--- src/rtl/uart_pkg.sv ---
// uart_pkg: FSM state encoding, frame-timing defaults and the mid-bit helper
// shared by the UART receiver and transmitter.
package uart_pkg;

  localparam int unsigned DATA_W_DEFAULT = 8;
  localparam int unsigned OVS_DEFAULT    = 16;

  typedef enum logic [2:0] {
    IDLE,
    START,
    DATA,
    PARITY,
    STOP
  } uart_state_e;

  // Sample count at which the centre of a bit is reached, counting from the
  // tick that detected the start-bit falling edge.
  function automatic int unsigned mid_bit(input int unsigned ovs);
    return ovs / 2 - 1;
  endfunction

  localparam int unsigned MID_BIT_DEFAULT = mid_bit(OVS_DEFAULT);

endpackage

--- src/rtl/rx_sync.sv ---
// rx_sync: two-flop synchronizer for the asynchronous serial line; resets to
// the idle (high) level so a reset never looks like a start bit.
module rx_sync (
  input  logic clk,
  input  logic rst_n,
  input  logic d,
  output logic q
);

  logic meta_q, meta_d;
  logic sync_q, sync_d;

  always_comb begin
    meta_d = d;
    sync_d = meta_q;
  end

  always_ff @(posedge clk or negedge rst_n) begin
    if (!rst_n) begin
      meta_q <= '1;
      sync_q <= '1;
    end else begin
      meta_q <= meta_d;
      sync_q <= sync_d;
    end
  end

  assign q = sync_q;

endmodule

--- src/rtl/uart_receiver.sv ---
// uart_receiver: oversampled UART receiver (start, DATA_W bits LSB first, stop).
// Define UART_RX_PARITY_EN to expect an even parity bit between data and stop.
module uart_receiver
  import uart_pkg::*;
#(
  parameter int unsigned DATA_W = DATA_W_DEFAULT,
  parameter int unsigned OVS    = OVS_DEFAULT
) (
  input  logic              clk,
  input  logic              reset,
  input  logic              sample_ENABLE,
  input  logic              Rx_EN,
  input  logic              RxD,
  output logic [DATA_W-1:0] Rx_DATA,
  output logic              Rx_VALID,
  output logic              Rx_PERROR,
  output logic              Rx_FERROR
);

  localparam int unsigned   CW       = $clog2(OVS);
  localparam int unsigned   BW       = (DATA_W > 1) ? $clog2(DATA_W) : 1;
  localparam logic [CW-1:0] MID_CNT  = CW'(mid_bit(OVS));
  localparam logic [CW-1:0] LAST_CNT = CW'(OVS - 1);
  localparam logic [BW-1:0] LAST_BIT = BW'(DATA_W - 1);

  logic              rxd_s;
  uart_state_e       state_q, state_d;
  logic [CW-1:0]     cnt_q, cnt_d;
  logic [BW-1:0]     bit_q, bit_d;
  logic [DATA_W-1:0] shift_q, shift_d;
  logic [DATA_W-1:0] data_q, data_d;
  logic              valid_q, valid_d;
  logic              done_q, done_d;
  logic              stop_fail_q, stop_fail_d;
  logic              ferr_q, ferr_d;
  logic              frame_ok;
`ifdef UART_RX_PARITY_EN
  logic              pfail_q, pfail_d;
  logic              perr_q, perr_d;
`endif

  rx_sync u_rx_sync (
    .clk   (clk),
    .rst_n (reset),
    .d     (RxD),
    .q     (rxd_s)
  );

  always_comb begin
    state_d     = state_q;
    cnt_d       = cnt_q;
    bit_d       = bit_q;
    shift_d     = shift_q;
    data_d      = data_q;
    valid_d     = 1'b0;
    done_d      = 1'b0;
    stop_fail_d = stop_fail_q;
    ferr_d      = ferr_q;
`ifdef UART_RX_PARITY_EN
    pfail_d     = pfail_q;
    perr_d      = perr_q;
    frame_ok    = !stop_fail_q && !pfail_q;
`else
    frame_ok    = !stop_fail_q;
`endif

    // Results commit one clk after the stop sample, while the FSM is already
    // back in IDLE hunting for the next start bit.
    if (done_q) begin
      ferr_d = stop_fail_q;
`ifdef UART_RX_PARITY_EN
      perr_d = pfail_q;
`endif
      if (frame_ok) begin
        data_d  = shift_q;
        valid_d = 1'b1;
      end
    end

    if (!Rx_EN) begin
      state_d = IDLE;
    end else if (sample_ENABLE) begin
      case (state_q)
        IDLE: begin
          if (!rxd_s) begin
            state_d = START;
            cnt_d   = '0;
          end
        end
        START: begin
          if (cnt_q == MID_CNT) begin
            if (!rxd_s) begin
              state_d = DATA;
              cnt_d   = '0;
              bit_d   = '0;
              ferr_d  = 1'b0;
`ifdef UART_RX_PARITY_EN
              perr_d  = 1'b0;
`endif
            end else begin
              state_d = IDLE;
            end
          end else begin
            cnt_d = cnt_q + 1'b1;
          end
        end
        DATA: begin
          if (cnt_q == LAST_CNT) begin
            cnt_d   = '0;
            shift_d = {rxd_s, shift_q[DATA_W-1:1]};
            if (bit_q == LAST_BIT) begin
`ifdef UART_RX_PARITY_EN
              state_d = PARITY;
`else
              state_d = STOP;
`endif
            end else begin
              bit_d = bit_q + 1'b1;
            end
          end else begin
            cnt_d = cnt_q + 1'b1;
          end
        end
`ifdef UART_RX_PARITY_EN
        PARITY: begin
          if (cnt_q == LAST_CNT) begin
            cnt_d   = '0;
            pfail_d = (^shift_q) ^ rxd_s;
            state_d = STOP;
          end else begin
            cnt_d = cnt_q + 1'b1;
          end
        end
`endif
        STOP: begin
          // Leave at mid-stop so a back-to-back start edge is not missed.
          if (cnt_q == LAST_CNT) begin
            stop_fail_d = !rxd_s;
            done_d      = 1'b1;
            state_d     = IDLE;
          end else begin
            cnt_d = cnt_q + 1'b1;
          end
        end
        default: state_d = IDLE;
      endcase
    end
  end

  always_ff @(posedge clk or negedge reset) begin
    if (!reset) begin
      state_q     <= IDLE;
      cnt_q       <= '0;
      bit_q       <= '0;
      shift_q     <= '0;
      data_q      <= '0;
      valid_q     <= 1'b0;
      done_q      <= 1'b0;
      stop_fail_q <= 1'b0;
      ferr_q      <= 1'b0;
`ifdef UART_RX_PARITY_EN
      pfail_q     <= 1'b0;
      perr_q      <= 1'b0;
`endif
    end else begin
      state_q     <= state_d;
      cnt_q       <= cnt_d;
      bit_q       <= bit_d;
      shift_q     <= shift_d;
      data_q      <= data_d;
      valid_q     <= valid_d;
      done_q      <= done_d;
      stop_fail_q <= stop_fail_d;
      ferr_q      <= ferr_d;
`ifdef UART_RX_PARITY_EN
      pfail_q     <= pfail_d;
      perr_q      <= perr_d;
`endif
    end
  end

  assign Rx_DATA   = data_q;
  assign Rx_VALID  = valid_q;
  assign Rx_FERROR = ferr_q;
`ifdef UART_RX_PARITY_EN
  assign Rx_PERROR = perr_q;
`else
  assign Rx_PERROR = 1'b0;
`endif

endmodule

--- config.mk ---
export PLATFORM = sky130hd
export DESIGN_NAME = uart_receiver
export DESIGN_NICKNAME = d
export VERILOG_FILES = /design/src/rtl/uart_pkg.sv /design/src/rtl/rx_sync.sv /design/src/rtl/uart_receiver.sv
export SDC_FILE = /design/constraint.sdc
export NUM_CORES = 1
export LEC_CHECK = 0
export BUFFER_PORTS_ARGS = -buffer_cell sky130_fd_sc_hd__buf_2
export CORE_AREA = 2 2 61 57
export DETAILED_ROUTE_END_ITERATION = 6
export DIE_AREA = 0 0 63 59
export PLACE_DENSITY_LB_ADDON = 0.05
export SKIP_LAST_GASP = 1
export SLEW_MARGIN = 5
export SYNTH_ARGS = -nofsm -noshare
export SYNTH_HDL_FRONTEND = slang
export SYNTH_HIERARCHICAL = 1
export SYNTH_SLANG_ARGS = --single-unit
--- constraint.sdc ---
create_clock -name clk -period 1.6 [get_ports clk]
set_input_delay 0.32 -clock clk [delete_from_list [all_inputs] [get_ports clk]]
set_output_delay 0.32 -clock clk [all_outputs]
set_load 0.02 [all_outputs]
==> out/qor.log <==
INFO  layout         drive_above_1_share=0.460
INFO  drt            drt-initial-drc-count=50
INFO  floorplanning  core_area=3020um^2
INFO  drt            route.final.wire_length=2910um
INFO  clock_network  clock-sinks=32
INFO  critical_path  cpMaxStageDelayCell=sky130_fd_sc_hd__dfrtp_1
INFO  layout         finalNonFillerCells=203
INFO  clock_network  number_of_cts_inserted_buffers=5
INFO  sta            finalCritPeriodShare=1.04
INFO  grt            largest_net_degree_at_the_start_of_global_routing=33
INFO  run            drv.max_cap_violation_count=0
INFO  synth          synth_seq_cells=32
INFO  clock_network  cts.clk_slew.worst_paths=0.09ns
INFO  synth          synthesis.yosys.warnings=6
INFO  floorplanning  die_y=59um
INFO  floorplanning  die_w=63um
INFO  synth          synth-edff-count=0
INFO  grt            grt_util_met3=0.0551
INFO  drt            route.antenna.remaining_nets=0
INFO  drt            drt_pass1_iterations=4
INFO  grt            number_of_global_route_vias_before_repair=1061
INFO  sta            setup_ws=-0.0700ns
INFO  floorplanning  num_rows=19
INFO  layout         syn_to_final_growth=27.6%
INFO  critical_path  crit_path_cell_trace=ha_2 > ha_4 > nor4b_4 > or2_4 > nand4_1 > mux2_4
INFO  power          p_leak=0.961nW
INFO  placement      buffer_ports.inserted=14
INFO  critical_path  crit_path_end_kind=register
INFO  drt            drt_drc_violations_left=0
INFO  grt            grt_overflow=0
INFO  grt            grt.met2_usage=0.274
INFO  floorplanning  floorplan.initialDensity=0.504
INFO  synth          synth_async_sr_flop_share=1.00
INFO  outcome        failed_checks=setup timing
INFO  synth          synth_top_area_cell=sky130_fd_sc_hd__dfrtp_1
INFO  outcome        status=complete, but fails checks
INFO  critical_path  required=1.82ns
INFO  critical_path  startpoint_to_endpoint_class_of_the_critical_path=register to register
INFO  grt            global_route.peak_usage_layer=met2
INFO  clock_network  ctsRootBufferMaster=sky130_fd_sc_hd__clkbuf_4
INFO  critical_path  cpLargestDelayFamily=simple AND/OR/NAND/NOR gates
INFO  synth          synth_area_leaders=sky130_fd_sc_hd__dfrtp_1 (49%), sky130_fd_sc_hd__mux2_2 (13%), sky130_fd_sc_hd__mux2i_1 (3.9%), sky130_fd_sc_hd__dfstp_2 (3.5%), sky130_fd_sc_hd__nand2_1 (3.0%)
INFO  synth          syn-num-nets=133
INFO  drt            num_vias=1053
INFO  placement      placed_cells_incl_taps=191
INFO  grt            grt_first_pass_wirelength=4950um
INFO  synth          ys_seq_area_frac=0.528
INFO  clock_network  insertion_delay=0.33ns
INFO  critical_path  critical_path.n_buffers_inverters=0
INFO  floorplanning  fp.dieArea=3720um^2
INFO  sta            fin_hold_ws=0.0766ns
INFO  layout         antennaDiodeCount=0
INFO  placement      dpl_worst_slack=-0.0926ns
INFO  placement      place_hpwl=2050um
INFO  critical_path  timing.critical_path.slowest_cell_delay=0.39ns
INFO  clock_network  clock_tree_from_tritoncts=built
INFO  worst_hold_path hold_path.class=primary input to register
INFO  synth          synth_area_per_cell=12.2um^2
INFO  clock_network  cts_max_path_buffers=2
INFO  power          design_power_total=1.72mW
INFO  synth          synthFlopType=sky130_fd_sc_hd__dfrtp_1
INFO  layout         final_cell_area=1940um^2
INFO  placement      placedInstanceArea=1770um^2
INFO  synth          synth_largest_type_area_fraction=0.493
INFO  sta            setup_viol_count_final=6
INFO  grt            globalRouteMet1Util=0.237
INFO  sta            timing.final.max_slew_violations=0
INFO  floorplanning  boundaryPins=16
INFO  critical_path  critPathLaunchType=register
INFO  sta            clock.fmax=599MHz
INFO  drt            drt-vias-per-instance=5.19
INFO  sta            grt_setup_unrepaired=true
INFO  sta            finalHoldViolations=0
INFO  synth          synthDistinctLibCells=40
INFO  grt            groute.usage.overall=0.178
INFO  sta            final_period_minus_worst_setup_slack=1.67ns
INFO  synth          synth_cells=125
INFO  layout         num-nets-final=168
INFO  critical_path  timing.critical_path.arrival=1.89ns
INFO  placement      gpl.final_weighted_congestion=0.825
INFO  critical_path  crit_path_max_fanout=2
INFO  drt            wire_per_inst=14.3um
INFO  sta            clock_skew=0.00898ns
INFO  power          power.density_cell_area=887nW/um^2
INFO  clock_network  htreeDepth=2
INFO  synth          mappedNetlistArea=1520um^2
INFO  layout         fillers=261
INFO  grt            antenna_violations_before_repair=0
INFO  power          power.ir.vdd_worst=0.000656V
where the power goes:
part	internal (mW)	switching (mW)
combinational	0.111	0.116
clock	0.327	0.267
sequential	0.858	0.0440
total	1.30	0.427
registers in the layout, summed over array words and instances (netlist names):
signal / count
state_q: 3
done_q: 1
cnt_q: 4
stop_fail_q: 1
Rx_DATA: 8
Rx_FERROR: 1
Rx_VALID: 1
u_rx_sync/meta_q: 1
u_rx_sync/q: 1
bit_q: 3
shift_q: 8
per-layer routing:
metal	vias to the layer above	part of all wire	routed length [um]
met3	6	0.041	120
met5	-	0	0
met2	18	0.46	1340
li1	513	-	-
met4	0	0.016	47
met1	516	0.48	1400
metrics by stage:
stage                     TNS, ns  utilization
after detailed placement   -0.426        0.587
after global placement     -0.219        0.587
after CTS                  -0.228        0.618
after floorplan           -0.0352            -
final                      -0.218        0.644
after global routing       -0.891        0.644
placed cells by master, fill, tap and decap left out, types with 3 or more instances in the layout:
cell,netlist,final
sky130_fd_sc_hd__dfrtp_1,30,30
sky130_fd_sc_hd__buf_4,3,16
sky130_fd_sc_hd__buf_2,1,14
sky130_fd_sc_hd__nand2_1,12,12
sky130_fd_sc_hd__mux2_2,17,12
sky130_fd_sc_hd__mux2i_1,6,6
sky130_fd_sc_hd__mux2_4,0,6
sky130_fd_sc_hd__nor2_1,5,5
sky130_fd_sc_hd__clkbuf_4,0,5
sky130_fd_sc_hd__inv_1,4,4
sky130_fd_sc_hd__nand3_1,4,3
cell usage after synthesis, drive strengths merged, types with 2 or more instances:
cell	count
a311oi	2
nor2	5
o21ai	4
mux2i	6
clkbuf	2
nand4	2
mux2	18
nor3	2
nand2	12
or2	2
dfstp	2
xor2	2
ha	3
dfrtp	30
nor4b	2
nor3b	2
nand3	4
o211ai	2
a22o	2
nor2b	2
inv	4
buf	4
kinds of logic after synthesis:
logic type                 after synthesis  synth area share
AOI/OAI and AO/OA                       15            0.0731
xor gates and xnor gates                 2            0.0115
adders and majority gates                3            0.0247
buffers and inverters                   10            0.0329
DFF                                     32             0.528
muxes                                   24             0.173
other                                    1           0.00246
and+or+nand+nor                         38             0.155
worst paths after layout:
check,start,end,slack (ns),depth (start not counted)
hold reg to reg,u_rx_sync/meta_q,u_rx_sync/q,0.36,0
setup / recovery,bit_q[0],bit_q[0],-0.07,6
setup reg to reg,bit_q[0],bit_q[0],-0.07,6
max in group asynchronous,reset,u_rx_sync/meta_q,0.75,3
hold / removal,RxD,u_rx_sync/meta_q,0.08,1
min in group asynchronous,reset,shift_q[2],0.52,3
cell type report:
class / instances / area, um^2 / area share
multi-input combinational: 83 / 753 / 0.388
sequential: 32 / 803 / 0.413
inverter: 4 / 15.0 / 0.00773
clock buffer: 6 / 41.3 / 0.0212
tap: 42 / 52.6 / 0.0270
timing repair buffer: 34 / 243 / 0.125
clock inverter: 2 / 35.0 / 0.0180
timing repair:
item | in CTS | in global routing
hold endpoints to repair | 30 | 0
gates resized for setup | 3 | 11
buffers inserted | 0 | 3
setup endpoints to repair | 13 | 16
hold buffers | 1 | 0
pin swaps | 3 | 8
Note: power is estimated with default switching activity, not from simulation.
